## src/rtl/shifter_ctl_stage.sv

```systemverilog
// shifter_ctl_stage
//   Registered decode stage in front of the execute-stage barrel shifter.
//   It turns an ARM shifter-operand descriptor into the shifter's controls:
//   the one-hot rotate selects, the mask controls and the carry-out select.
//   For register-specified amounts it fetches Rs[7:0] through rs_req/rs_valid.
//   The result sits in an output register until the execute stage takes it.
//
// Ports
//   clk, reset (async, active-high), flush (sync kill)
//   in_valid/in_ready       descriptor handshake: sh_type, sh_reg, sh_imm, c_in
//   rs_req/rs_valid/rs_val  Rs fetch; rs_req is high in the accept cycle
//   out_valid/out_ready     control-word handshake
//   shamt, longshift        mask amount, saturated to 32
//   shctl_5, shctl_8        one-hot rotate selects (ROR 0..4, ROR 0,4,..,28)
//   left, shift, arith      mask direction / mask enable / sign fill
//   rrx, c_q                rotate-in select for RRX / registered carry-in
//   cout_sel                0 c_q, 1 a0, 2 a31, 3 rot0, 4 rot31, 5 zero
module shifter_ctl_stage (
  input  logic       clk,
  input  logic       reset,
  input  logic       flush,
  input  logic       in_valid,
  output logic       in_ready,
  input  logic [1:0] sh_type,
  input  logic       sh_reg,
  input  logic [4:0] sh_imm,
  input  logic       c_in,
  output logic       rs_req,
  input  logic       rs_valid,
  input  logic [7:0] rs_val,
  output logic       out_valid,
  input  logic       out_ready,
  output logic [4:0] shamt,
  output logic       longshift,
  output logic [4:0] shctl_5,
  output logic [7:0] shctl_8,
  output logic       left,
  output logic       shift,
  output logic       arith,
  output logic       rrx,
  output logic       c_q,
  output logic [2:0] cout_sel
);

  typedef enum logic {IDLE, RS_WAIT} state_e;
  typedef enum logic [1:0] {T_LSL, T_LSR, T_ASR, T_ROR} sh_type_e;
  typedef enum logic [2:0] {
    CS_CQ, CS_A0, CS_A31, CS_ROT0, CS_ROT31, CS_ZERO
  } cout_e;

  state_e   state, state_nx;
  sh_type_e pend_type;
  logic     pend_c;
  logic     load_imm, load_reg, load;

  sh_type_e dec_type;
  logic     dec_reg, dec_c;
  logic [7:0] dec_n;
  logic [4:0] n5;
  logic       ge32, is32, imm0, reg0;

  logic [2:0] i5, i8;
  logic [4:0] d_shamt;
  logic       d_long, d_left, d_shift, d_arith, d_rrx;
  cout_e      d_cout;

  // Handshake and next-state
  always_comb begin
    state_nx = state;
    in_ready = 1'b0;
    rs_req   = 1'b0;
    load_imm = 1'b0;
    load_reg = 1'b0;
    case (state)
      IDLE: begin
        in_ready = (!out_valid || out_ready) && !flush;
        if (in_valid && in_ready) begin
          if (sh_reg) begin
            rs_req   = 1'b1;
            state_nx = RS_WAIT;
          end else begin
            load_imm = 1'b1;
          end
        end
      end
      RS_WAIT: begin
        if (rs_valid && !flush) begin
          load_reg = 1'b1;
          state_nx = IDLE;
        end
      end
      default: state_nx = IDLE;
    endcase
    if (flush) state_nx = IDLE;
  end

  assign load = load_imm || load_reg;

  // The decoder serves both paths: in RS_WAIT it sees the latched type/carry
  // and the fetched Rs byte, otherwise the live immediate descriptor.
  assign dec_reg  = (state == RS_WAIT);
  assign dec_type = dec_reg ? pend_type : sh_type_e'(sh_type);
  assign dec_n    = dec_reg ? rs_val : {3'b000, sh_imm};
  assign dec_c    = dec_reg ? pend_c : c_in;
  assign n5       = dec_n[4:0];
  assign ge32     = dec_reg && (dec_n >= 8'd32);
  assign is32     = (dec_n == 8'd32);
  assign imm0     = !dec_reg && (n5 == 5'd0);
  assign reg0     = dec_reg && (dec_n == 8'd0);

  always_comb begin
    i5      = '0;
    i8      = '0;
    d_shamt = '0;
    d_long  = 1'b0;
    d_left  = 1'b0;
    d_shift = 1'b0;
    d_arith = 1'b0;
    d_rrx   = 1'b0;
    d_cout  = CS_CQ;
    case (dec_type)
      T_LSL: begin
        d_left  = 1'b1;
        d_shift = 1'b1;
        // Left shift by n is a right rotate by 32-n
        if (n5 != 5'd0) begin
          i5 = {1'b0, ~n5[1:0]} + 3'd1;
          i8 = ~n5[4:2];
        end
        if (ge32) begin
          d_long = 1'b1;
          d_cout = is32 ? CS_A0 : CS_ZERO;
        end else begin
          d_shamt = n5;
          d_cout  = (n5 == 5'd0) ? CS_CQ : CS_ROT0;
        end
      end
      T_LSR, T_ASR: begin
        d_shift = 1'b1;
        d_arith = (dec_type == T_ASR);
        i5      = {1'b0, n5[1:0]};
        i8      = n5[4:2];
        // Immediate #0 encodes a shift by 32
        if (ge32 || imm0) begin
          d_long = 1'b1;
          if (dec_type == T_LSR && ge32 && !is32) d_cout = CS_ZERO;
          else                                    d_cout = CS_A31;
        end else begin
          d_shamt = n5;
          d_cout  = CS_ROT31;
        end
      end
      default: begin
        if (imm0) begin
          i5     = 3'd1;
          d_rrx  = 1'b1;
          d_cout = CS_A0;
        end else if (dec_reg && n5 == 5'd0) begin
          d_cout = CS_A31;
        end else begin
          i5     = {1'b0, n5[1:0]};
          i8     = n5[4:2];
          d_cout = CS_ROT31;
        end
      end
    endcase
    // A zero register amount leaves the operand and carry untouched
    if (reg0) begin
      i5      = '0;
      i8      = '0;
      d_shamt = '0;
      d_long  = 1'b0;
      d_shift = 1'b0;
      d_rrx   = 1'b0;
      d_cout  = CS_CQ;
    end
  end

  always_ff @(posedge clk or posedge reset) begin
    if (reset) begin
      state     <= IDLE;
      pend_type <= T_LSL;
      pend_c    <= 1'b0;
      out_valid <= 1'b0;
      shctl_5   <= 5'b00001;
      shctl_8   <= 8'b00000001;
      shamt     <= '0;
      longshift <= 1'b0;
      left      <= 1'b0;
      shift     <= 1'b0;
      arith     <= 1'b0;
      rrx       <= 1'b0;
      c_q       <= 1'b0;
      cout_sel  <= '0;
    end else begin
      state <= state_nx;
      if (rs_req) begin
        pend_type <= sh_type_e'(sh_type);
        pend_c    <= c_in;
      end
      if (flush)          out_valid <= 1'b0;
      else if (load)      out_valid <= 1'b1;
      else if (out_ready) out_valid <= 1'b0;
      if (load) begin
        shctl_5   <= 5'b00001 << i5;
        shctl_8   <= 8'b00000001 << i8;
        shamt     <= d_shamt;
        longshift <= d_long;
        left      <= d_left;
        shift     <= d_shift;
        arith     <= d_arith;
        rrx       <= d_rrx;
        c_q       <= dec_c;
        cout_sel  <= d_cout;
      end
    end
  end

endmodule

```

## config.mk

```make
export PLATFORM = sky130hd
export DESIGN_NAME = shifter_ctl_stage
export DESIGN_NICKNAME = d
export VERILOG_FILES = /design/src/rtl/shifter_ctl_stage.sv
export SDC_FILE = /design/constraint.sdc
export NUM_CORES = 1
export LEC_CHECK = 0
export ABC_AREA = 1
export ABC_CLOCK_PERIOD_IN_PS = 2290
export BUFFER_PORTS_ARGS = -buffer_cell sky130_fd_sc_hd__buf_2
export CAP_MARGIN = 10
export CELL_PAD_IN_SITES_DETAIL_PLACEMENT = 1
export CELL_PAD_IN_SITES_GLOBAL_PLACEMENT = 2
export CORE_ASPECT_RATIO = 0.75
export CORE_UTILIZATION = 28
export CTS_CLUSTER_DIAMETER = 100
export DETAILED_ROUTE_END_ITERATION = 10
export PLACE_DENSITY_LB_ADDON = 0.1
export SLEW_MARGIN = 20
export SYNTH_ARGS = -nofsm -noshare
export SYNTH_HDL_FRONTEND = slang
export SYNTH_SLANG_ARGS = --single-unit
```

## constraint.sdc

```tcl
create_clock -name clk -period 2.29 [get_ports clk]
set_input_delay 0.1145 -clock clk [delete_from_list [all_inputs] [get_ports clk]]
set_output_delay 0.1145 -clock clk [all_outputs]
set_load 0.01 [all_outputs]
```

==> impl_metrics.ini <==
[cells_and_area]
fillerInstances = 777
fin_cells = 390
largest_reg_flops = 8
finish.utilization_pct = 39.8
syn2layout_area_growth_pct = 33.0
diodes = 0
nets = 339
largestRegisters = shctl_8 (8), shamt (5), shctl_5 (5)
drive_above_1_share_pct = 31.1
final_common_cell = nand2_1
largest-register = shctl_8
final_cell_mix = nand2_1, buf_2, dfrtp_1

[drt]
wirelength_mm = 5.52
final_antenna_net_count = 0
viasPerCell = 4.57
dr_total_vias = 1782
drc_errors = 0
wl_per_cell_um = 14.2
firstDrtPassIters = 4
initialDrtViolationCount = 71

[cts]
cts_tree = built
cts.path.max_buffers = 2
cts_buffers = 5
clock_latency_ns = 0.29
cts_root_buf = clkbuf_8
clk_pin_slew_ns = 0.07
numClockSinks = 32
htree_levels = 2

[worst_setup_path]
crit_slowest_cell = dfrtp_2
cp.arrival_ns = 2.31
endpoint_kind = register
required_ns = 2.52
cp-start-kind = register
ff2ff_setup_slack_ns = 0.21
r2r-start = dec_reg$_DFF_PP0_
startpoint = dec_reg$_DFF_PP0_
cp_cell_sequence = buf_2 > inv_2 > o21ai_1 > ha_2 > nand3_2 > nor2_8 > nand3_2 > nand2_1 > nand3_1 > nor2_2 > nand2_1 > nand2_1
critical-path-max-stage-delay_ns = 0.38
cp_top_family = simple AND/OR/NAND/NOR gates
cp_common_cell = nand2_1
critPathKind = reg2reg
worst-path-buf-inv = 2
crit_fanout = 9

[timing]
final_max_slew_viol_count = 0
period_needed_ns = 2.08
finalHoldViolCount = 0
post-route-period-util_pct = 90.8
layout_setup_ws_ns = 0.211
max_slew_margin_pct = 57.9
fmax_mhz = 481
tightestPinTransition_ns = 0.631
setup_viol = 0
finalClockSkew_ns = 0.00547

[floorplan]
start_util_pct = 29.9
ioPinCount = 53
fp.coreArea_um2 = 5980
rows = 24
die_area_um2 = 6710
die_height_um = 71.2
die_x_um = 94.2

[placement]
dpl.hpwl_mm = 4.32
place_ws_ns = -0.00677
port_buffers = 52
dp.cells = 375
gp_congestion = 0.798

[job]
maxCapViolations = 0

[global_routing]
grt_max_degree = 20
grt.total_usage_pct = 18.2
grt-ovfl-total = 0
grt_pass1_wl_mm = 9.10
antenna_found_initial = 0
grt_pass1_vias = 1756

[min_path]
hold_class = in2reg
hold_path.startpoint = c_in

[run_status]
status = finished, final reports clean

[logic_synthesis]
netlist_instances = 237
netlist_area_um2 = 1790
synthDistinctLibCells = 27
yosys_register_bits = 32
yosysWarningCount = 0
synth.avg_cell_area_um2 = 7.54
synth_fp_nets = 265
yosysSeqAreaShare_pct = 45.0

[power_and_ir_drop]
power_density_nw_per_um2 = 729
p_leak_nw = 1.33
vdd_drop_max_mv = 0.342
-- path summary, 6_finish.rpt --
path	to	cells after the start
max	shctl_5[1]$_DFFE_PP0P_	12
max in group asynchronous	shctl_8[0]$_DFFE_PP1P_	4
min reg2reg	shctl_8[0]$_DFFE_PP1P_	2
min in group asynchronous	out_valid$_DFFE_PP0P_	3
max reg2reg	shctl_5[1]$_DFFE_PP0P_	12
min	pend_c$_DFFE_PP0P_	3
-- layout make-up --
| type | count | area (um^2) | share of cell area [%] |
|---|---|---|---|
| multi-input cells | 176 | 863 | 36.3 |
| flip-flops and latches | 32 | 805 | 33.9 |
| repair buffers | 72 | 413 | 17.4 |
| well taps | 78 | 97.6 | 4.11 |
| inverters | 24 | 90.1 | 3.79 |
| clock buffers | 6 | 72.6 | 3.05 |
| clock inverters | 2 | 35.0 | 1.47 |
-- cells by family after synthesis --
logic type                 synth area share, %
DFF                                       45.0
and+or+nand+nor                           34.0
AOI/OAI and AO/OA                         9.73
adders and majority gates                 3.50
buffers and inverters                     7.28
muxes                                    0.560
-- cells in the mapped netlist, drive strengths merged --
cell type  number  area share, %
a21oi           6            1.7
a31oi           3            1.1
and2            1           0.35
buf             5            2.2
dfrtp          30             42
dfstp           2            2.9
ha              5            3.5
inv            24            5.0
mux2i           1           0.56
nand2          89             20
nand3          20            6.4
nand3b          1           0.42
nand4           2           0.70
nor2           19            5.2
nor3            1           0.28
o21ai          25            7.0
or2             3            1.1
-- worst register-to-register path, delay by kind of cell, from the launching register on --
kind / cells / cell delay, ns
AND/OR/NAND/NOR: 8 / 0.96
adder cells (fa/ha/maj): 1 / 0.24
AO/OA/AOI/OAI: 1 / 0.20
buffers and inverters: 2 / 0.23
flip-flops: 1 / 0.38
-- metrics by stage --
step                      TNS [ns]  instance area, um^2  hold slack [ns]  total power, W
final                            0                 2380           0.0385         0.00173
after CTS                        0                 2330           0.0334         0.00175
after floorplan                  0                 1790            0.178        0.000995
after global routing      -0.00202                 2380           0.0608         0.00185
after detailed placement   -0.0101                 2200            0.225         0.00119
after global placement           0                 2200            0.213         0.00119
-- where the power goes --
| part | internal [W] | switching (W) |
|---|---|---|
| logic | 0.000192 | 0.000278 |
| registers | 0.000670 | 0.0000492 |
| clock network | 0.000323 | 0.000218 |
-- routing by layer --
| layer | wire length [um] | up-vias | GRT usage (%) |
|---|---|---|---|
| li1 | - | 905 | - |
| met1 | 3020 | 835 | 27.8 |
| met2 | 2180 | 38 | 25.3 |
| met3 | 258 | 4 | 3.55 |
| met4 | 62 | 0 | 6.15 |
| met5 | 0 | - | 0 |
-- repair_timing --
| action | CTS | global route |
|---|---|---|
| resized for setup | 1 | 5 |
| buffers inserted | 0 | 5 |
| endpoints found under the hold margin | 16 | 0 |
| setup endpoints to repair | 4 | 21 |
| hold buffers | 2 | 0 |
No activity file was read; power rests on OpenSTA's default activity.
